===== src/rtl/trace_mem_ctrl_pkg.sv =====
// Shared constants and state encoding for the Data Trace Buffer memory side.
package trace_mem_ctrl_pkg;

  localparam int unsigned TRB_WIDTH     = 32;
  localparam int unsigned TRB_MEM_DEPTH = 16;
  localparam int unsigned TRB_DLY_BITS  = $clog2(TRB_MEM_DEPTH) + 1;

  typedef enum logic [2:0] {
    IDLE,
    PRE,
    POST,
    DONE,
    STREAM
  } trb_state_e;

endpackage


===== src/rtl/trace_mem_ram.sv =====
// Simple dual-port RAM: synchronous write, asynchronous read (read-before-write).
module trace_mem_ram #(
  parameter int unsigned WIDTH = 32,
  parameter int unsigned DEPTH = 16
) (
  input  logic                       FPGA_CLK_I,
  input  logic                       we,
  input  logic [$clog2(DEPTH)-1:0]   waddr,
  input  logic [WIDTH-1:0]           wdata,
  input  logic [$clog2(DEPTH)-1:0]   raddr,
  output logic [WIDTH-1:0]           rdata
);

  logic [WIDTH-1:0] mem [DEPTH];

  // Word write; contents are not reset.
  always_ff @(posedge FPGA_CLK_I) begin
    if (we) mem[waddr] <= wdata;
  end

  assign rdata = mem[raddr];

endmodule


===== src/rtl/trace_mem_ctrl.sv =====
// Memory-side responder of the Data Trace Buffer: circular trace capture with
// post-trigger delay and host drain, or host-filled FIFO feeding the tracer.
module trace_mem_ctrl
  import trace_mem_ctrl_pkg::*;
#(
  parameter int unsigned WIDTH    = TRB_WIDTH,
  parameter int unsigned DEPTH    = TRB_MEM_DEPTH,
  parameter int unsigned DLY_BITS = $clog2(DEPTH) + 1
) (
  input  logic                FPGA_CLK_I,
  input  logic                RST_NI,
  input  logic                EN_I,
  input  logic                MODE_I,
  input  logic                TRG_EVENT_I,
  input  logic [DLY_BITS-1:0] TRG_DELAY_I,
  output logic                TRG_DELAYED_O,
  input  logic                STORE_I,
  input  logic [WIDTH-1:0]    DATA_I,
  input  logic                REQ_I,
  output logic                LOAD_O,
  output logic [WIDTH-1:0]    DATA_O,
  input  logic [WIDTH-1:0]    HOST_WDATA_I,
  input  logic                HOST_WVALID_I,
  output logic                HOST_WREADY_O,
  output logic [WIDTH-1:0]    HOST_RDATA_O,
  output logic                HOST_RVALID_O,
  input  logic                HOST_RREADY_I,
  output logic [DLY_BITS-1:0] COUNT_O
);

  localparam int unsigned PTR_W = $clog2(DEPTH);
  localparam logic [DLY_BITS-1:0] DEPTH_C = DLY_BITS'(DEPTH);

  trb_state_e          state_q, state_n;
  logic [PTR_W-1:0]    wr_ptr_q, wr_ptr_n;
  logic [PTR_W-1:0]    rd_ptr_q, rd_ptr_n;
  logic [DLY_BITS-1:0] count_q, count_n;
  logic [DLY_BITS-1:0] dly_cnt_q, dly_cnt_n;
  logic [DLY_BITS-1:0] dly_lim;
  logic                pending_q, pending_n;
  logic                trg_q, trg_n;
  logic                load_q, load_n;
  logic [WIDTH-1:0]    data_q, data_n;

  logic                mem_we;
  logic [WIDTH-1:0]    mem_wdata;
  logic [PTR_W-1:0]    mem_raddr;
  logic [WIDTH-1:0]    mem_rdata;
  logic                wr_acc;
  logic                pop;
  logic                byp;
  logic                rvalid_c;

  trace_mem_ram #(
    .WIDTH (WIDTH),
    .DEPTH (DEPTH)
  ) u_ram (
    .FPGA_CLK_I (FPGA_CLK_I),
    .we         (mem_we),
    .waddr      (wr_ptr_q),
    .wdata      (mem_wdata),
    .raddr      (mem_raddr),
    .rdata      (mem_rdata)
  );

  assign dly_lim = (TRG_DELAY_I > DEPTH_C) ? DEPTH_C : TRG_DELAY_I;

  // Read address: oldest slot while capturing, oldest captured word while draining, FIFO head in stream.
  always_comb begin
    mem_raddr = rd_ptr_q;
    if (state_q == PRE || state_q == POST) begin
      mem_raddr = wr_ptr_q;
    end else if (state_q == DONE) begin
      mem_raddr = wr_ptr_q - PTR_W'(count_q);
    end
  end

  // Next-state, pointer, counter and tracer-response logic.
  always_comb begin
    state_n   = state_q;
    wr_ptr_n  = wr_ptr_q;
    rd_ptr_n  = rd_ptr_q;
    count_n   = count_q;
    dly_cnt_n = dly_cnt_q;
    pending_n = pending_q;
    trg_n     = trg_q;
    load_n    = 1'b0;
    data_n    = data_q;
    mem_we    = 1'b0;
    mem_wdata = DATA_I;
    wr_acc    = 1'b0;
    pop       = 1'b0;
    byp       = 1'b0;

    case (state_q)
      IDLE: state_n = MODE_I ? STREAM : PRE;

      PRE, POST: begin
        if (REQ_I) begin
          load_n = 1'b1;
          data_n = mem_rdata;
        end
        if (state_q == POST && dly_cnt_q >= dly_lim) begin
          state_n = DONE;
          trg_n   = 1'b1;
        end else if (STORE_I) begin
          mem_we   = 1'b1;
          wr_ptr_n = wr_ptr_q + 1'b1;
          if (count_q != DEPTH_C) count_n = count_q + 1'b1;
          if (state_q == POST) begin
            dly_cnt_n = dly_cnt_q + 1'b1;
            if (dly_cnt_n >= dly_lim) begin
              state_n = DONE;
              trg_n   = 1'b1;
            end
          end
        end
        if (state_q == PRE && TRG_EVENT_I) begin
          state_n   = POST;
          dly_cnt_n = '0;
        end
      end

      DONE: begin
        if (count_q != '0 && HOST_RREADY_I) count_n = count_q - 1'b1;
      end

      STREAM: begin
        wr_acc = HOST_WVALID_I && (count_q < DEPTH_C);
        if (wr_acc) begin
          mem_we    = 1'b1;
          mem_wdata = HOST_WDATA_I;
          wr_ptr_n  = wr_ptr_q + 1'b1;
        end
        if (REQ_I || pending_q) begin
          pending_n = 1'b0;
          if (count_q != '0) begin
            pop      = 1'b1;
            load_n   = 1'b1;
            data_n   = mem_rdata;
            rd_ptr_n = rd_ptr_q + 1'b1;
          end else if (wr_acc) begin
            // Filling write answers the pending request directly.
            byp      = 1'b1;
            load_n   = 1'b1;
            data_n   = HOST_WDATA_I;
            rd_ptr_n = rd_ptr_q + 1'b1;
          end else begin
            pending_n = 1'b1;
          end
        end
        if (wr_acc && !(pop || byp)) begin
          count_n = count_q + 1'b1;
        end else if (pop && !wr_acc) begin
          count_n = count_q - 1'b1;
        end
      end

      default: state_n = IDLE;
    endcase

    if (!EN_I) begin
      state_n   = IDLE;
      wr_ptr_n  = '0;
      rd_ptr_n  = '0;
      count_n   = '0;
      dly_cnt_n = '0;
      pending_n = 1'b0;
      trg_n     = 1'b0;
      load_n    = 1'b0;
      data_n    = '0;
      mem_we    = 1'b0;
    end
  end

  // State and datapath registers.
  always_ff @(posedge FPGA_CLK_I or negedge RST_NI) begin
    if (!RST_NI) begin
      state_q   <= IDLE;
      wr_ptr_q  <= '0;
      rd_ptr_q  <= '0;
      count_q   <= '0;
      dly_cnt_q <= '0;
      pending_q <= 1'b0;
      trg_q     <= 1'b0;
      load_q    <= 1'b0;
      data_q    <= '0;
    end else begin
      state_q   <= state_n;
      wr_ptr_q  <= wr_ptr_n;
      rd_ptr_q  <= rd_ptr_n;
      count_q   <= count_n;
      dly_cnt_q <= dly_cnt_n;
      pending_q <= pending_n;
      trg_q     <= trg_n;
      load_q    <= load_n;
      data_q    <= data_n;
    end
  end

  // Outputs drop to zero as soon as the block is disabled.
  assign rvalid_c      = EN_I && (state_q == DONE) && (count_q != '0);
  assign HOST_RVALID_O = rvalid_c;
  assign HOST_RDATA_O  = rvalid_c ? mem_rdata : '0;
  assign HOST_WREADY_O = EN_I && (state_q == STREAM) && (count_q < DEPTH_C);
  assign TRG_DELAYED_O = EN_I && trg_q;
  assign LOAD_O        = EN_I && load_q;
  assign DATA_O        = EN_I ? data_q : '0;
  assign COUNT_O       = EN_I ? count_q : '0;

endmodule


===== config.mk =====
export PLATFORM = sky130hd
export DESIGN_NAME = trace_mem_ctrl
export DESIGN_NICKNAME = d
export VERILOG_FILES = /design/src/rtl/trace_mem_ctrl_pkg.sv /design/src/rtl/trace_mem_ram.sv /design/src/rtl/trace_mem_ctrl.sv
export SDC_FILE = /design/constraint.sdc
export NUM_CORES = 1
export LEC_CHECK = 0
export ABC_AREA = 1
export ABC_CLOCK_PERIOD_IN_PS = 7800
export BUFFER_PORTS_ARGS = -buffer_cell sky130_fd_sc_hd__buf_2
export CORE_UTILIZATION = 40
export CTS_BUF_LIST = sky130_fd_sc_hd__clkbuf_2 sky130_fd_sc_hd__clkbuf_4 sky130_fd_sc_hd__clkbuf_8
export DETAILED_ROUTE_END_ITERATION = 12
export PLACE_DENSITY_LB_ADDON = 0.2
export RECOVER_POWER = 25
export SYNTH_ARGS = -nofsm -noshare
export SYNTH_HDL_FRONTEND = slang
export SYNTH_SLANG_ARGS = --single-unit

===== constraint.sdc =====
create_clock -name FPGA_CLK_I -period 7.8 [get_ports FPGA_CLK_I]
set_input_delay 0.78 -clock FPGA_CLK_I [delete_from_list [all_inputs] [get_ports FPGA_CLK_I]]
set_output_delay 0.78 -clock FPGA_CLK_I [all_outputs]
set_load 0.05 [all_outputs]

==> flow_summary_export.csv <==
group,metric,value,unit
setup_path,end_kind,"output port",
floorplan,ios,151,
setup_path,r2r_cells,6,
finish,syn2layout_area_growth,13.3,%
setup_path,cp_num_cells,14,
finish,final_nets,2886,
run_status,violations,"max-capacitance violations, max-slew violations",
placement,placedInstanceArea,0.0281,sq mm
clock_tree,clkTransAtPathRegs,0.07,ns
global_route,grt_max_degree,170,
floorplan,row_count,93,
routing,num_vias,19800,
setup_path,endpoint,"HOST_RDATA_O[20]",
setup_path,path_max_fanout,169,
clock_tree,worstSkewPairLatency,0.70,ns
floorplan,initial_core_util,40.7,%
setup_path,crit_slowest_cell,"nand2_8",
logic_synthesis,synth_area_leaders,"edfxtp_1, nand3_1, nand2_1",
timing,maxSlewViolCount,182,
hold_path,hp-class,"input port to flop",
clock_tree,clkSinkCount,568,
routing,drc,0,
routing,via_per_inst,5.31,
timing,hold_violations,0,
routing,wl,77500,um
setup_path,path_buf_inv,3,
logic_synthesis,yosys-top-cells-count,"nand2_1, nand3_1, edfxtp_1",
logic_synthesis,synth_edf_count,512,
global_route,grt_pass1_vias,19200,
logic_synthesis,syn_avg_cell_area,10.0,sq um
finish,final_layout_size_suffix_gt1_share,13.8,%
pwr,p_leak,12.8,nW
logic_synthesis,syn-num-nets,2739,
timing,setup-violations-final,0,
setup_path,r2r-start,"state_q[1]",
timing,hold_ws,0.355,ns
placement,place.gp.congestion,0.830,
clock_tree,clockBufferDepth,3,
timing,relSlewSlack,-187,%
clock_tree,ctsResizeCount,0,
setup_path,cp_top_family,"simple AND/OR/NAND/NOR gates",
global_route,grt_pass1_wl,116000,um
logic_synthesis,syn_area,0.0264,sq mm
setup_path,crit_required,7.02,ns
timing,finClkSkew,0.0475,ns
placement,hpwl,40800,um
logic_synthesis,synth_top_area_cell,"edfxtp_1",
clock_tree,cts_hold_buffers,0,
timing,worst_pin_slew,4.30,ns
logic_synthesis,ys.flop_type,"edfxtp_1",
logic_synthesis,ys_types,33,
timing,fin_setup_tns,0,ns
routing,drt-initial-drc-count,1817,
routing,wl_per_cell,20.8,um
setup_path,critical-path-max-stage-delay,1.12,ns
timing,fin_crit,6.12,ns
clock_tree,htreeDepth,3,
pwr,powerDensity,374,mW/mm^2
floorplan,coreArea,0.0648,sq mm
clock_tree,cts_setup_buffers,0,
logic_synthesis,yosys.area.top_type_share,58.2,%
global_route,antenna_found_initial,1,
logic_synthesis,ys_ff_latch,568,
setup_path,crit_chain,"inv_1, ha_1, nand4_1, nand2_1, nand2_8, nand2_8, buf_4, nand2_1, nand2_1, nand2_1, nand3_1, nand3_1, a21oi_1, buf_2",
clock_tree,cts_buffers,93,
flow_run,drv_cap,3,
timing,post-route-period-util,78.5,%
timing,max_freq,163,MHz
global_route,track_usage,23.0,%
logic_synthesis,yosys_warnings,0,
placement,portBuffers,150,
logic_synthesis,seq_area_frac_synth,63.5,%
clock_tree,cts_root_buffer,"clkbuf_8",
clock_tree,cts_tree,"done",
hold_path,hp-start,"MODE_I",
setup_path,path_common_cell,"nand2_1",
setup_path,r2r_end,"u_ram.mem[7][13]",
global_route,grt_overflow,0,
setup_path,critPathLaunchType,"flop",
run_status,status,"finished, violations left",
setup_path,worst-setup-path-type,"flop to output port",
finish,final_area,0.0299,sq mm
pwr,peakVddDrop,0.383,mV
setup_path,crit_start,"wr_ptr_q[0]",
floorplan,die_w,259,um
logic_synthesis,synthArstFlopShare,9.86,%
pwr,totalPowerFinal,11.2,mW
timing,rsz0062_at_grt,"no",
setup_path,reg2reg_slack,2.55,ns
routing,drtAntennaViolNets,0,
logic_synthesis,yosysMostFrequentCell,"nand2_1",
setup_path,cp.arrival,5.34,ns
logic_synthesis,synth_cells,2639,
routing,dr.pass1.iters,5,
floorplan,die_area,0.0671,sq mm
floorplan,die_y,259,um
-- cells by family after synthesis --
group	share of synthesized area, %
AOI/OAI and AO/OA	2.82
xor gates and xnor gates	0.398
adders and majority gates	1.07
buffers and inverters	7.36
DFF	63.5
and+or+nand+nor	24.8
-- registers in the layout, indices dropped and copies added (netlist names) --
register / flops
count_q: 5
data_q: 32
dly_cnt_q: 5
load_q: 1
pending_q: 1
rd_ptr_q: 4
state_q: 3
trg_q: 1
u_ram.mem: 512
wr_ptr_q: 4
-- layer usage --
metal,wire (um),vias to the layer above,global-route usage (%)
met5,0,-,0
met4,2000,0,8.23
met3,4970,131,3.10
met2,37000,755,38.3
met1,33500,9652,30.9
li1,-,9226,-
-- cells in the final DEF, fill, tap and decap left out, drive strengths merged --
cell type / count
o21a: 2
nand3: 545
and2: 1
xor2: 10
nand3b: 118
o41ai: 1
bufinv: 1
buf: 198
nand2: 714
a21o: 2
ha: 21
diode: 1
nand4: 9
edfxtp: 512
clkinvlp: 2
inv: 299
clkinv: 27
o21ai: 55
dfrtp: 56
xnor2: 2
fa: 1
nor2: 23
nor3: 18
a21oi: 78
clkbuf: 164
o31ai: 4
or3: 1
-- worst min-delay path by stage --
| stage | endpoint | slack, ns | cells past startpoint |
|---|---|---|---|
| floorplan | data_q[31] | 0.45 | 2 |
| detailed placement | data_q[14] | 0.47 | 2 |
| CTS | data_q[17] | 0.25 | 1 |
| finish | state_q[2] | 0.35 | 3 |
| global route | state_q[2] | 0.37 | 3 |
| global placement | data_q[0] | 0.46 | 2 |
-- cell type report --
cell class,count,area [sq um]
clock buffers,143,1720
repair buffers,219,1190
well taps,855,1070
multi-input cells,1605,7860
inverters,299,1120
fillers,6101,34900
clock inverters,30,169
flip-flops and latches,568,16800
diodes,1,2.50
-- where the power goes --
group          leakage, nW  internal, mW  switching, mW
Clock                 1.02          1.44           1.20
Sequential            5.37          3.61         0.0989
Combinational         6.46          1.28           3.57
Total                 12.8          6.33           4.86
-- worst reg2reg max path, cell delays in order (launching register included) --
cell and delay [ns]:
dfrtp_1 0.47, nor2_1 0.12, nand2_1 0.25, inv_1 0.13, nand2_2 0.08, clkbuf_1 2.42, o21ai_1 1.21
-- through the flow --
stage	setup slack [ns]	instances	util [%]
floorplan	2.41	2639	-
CTS	1.64	3719	46.3
detailed placement	2.32	3546	43.3
finish	1.68	3720	46.1
global route	1.35	3720	46.1
global placement	2.36	3546	43.3
No activity file was read; power rests on OpenSTA's default activity.
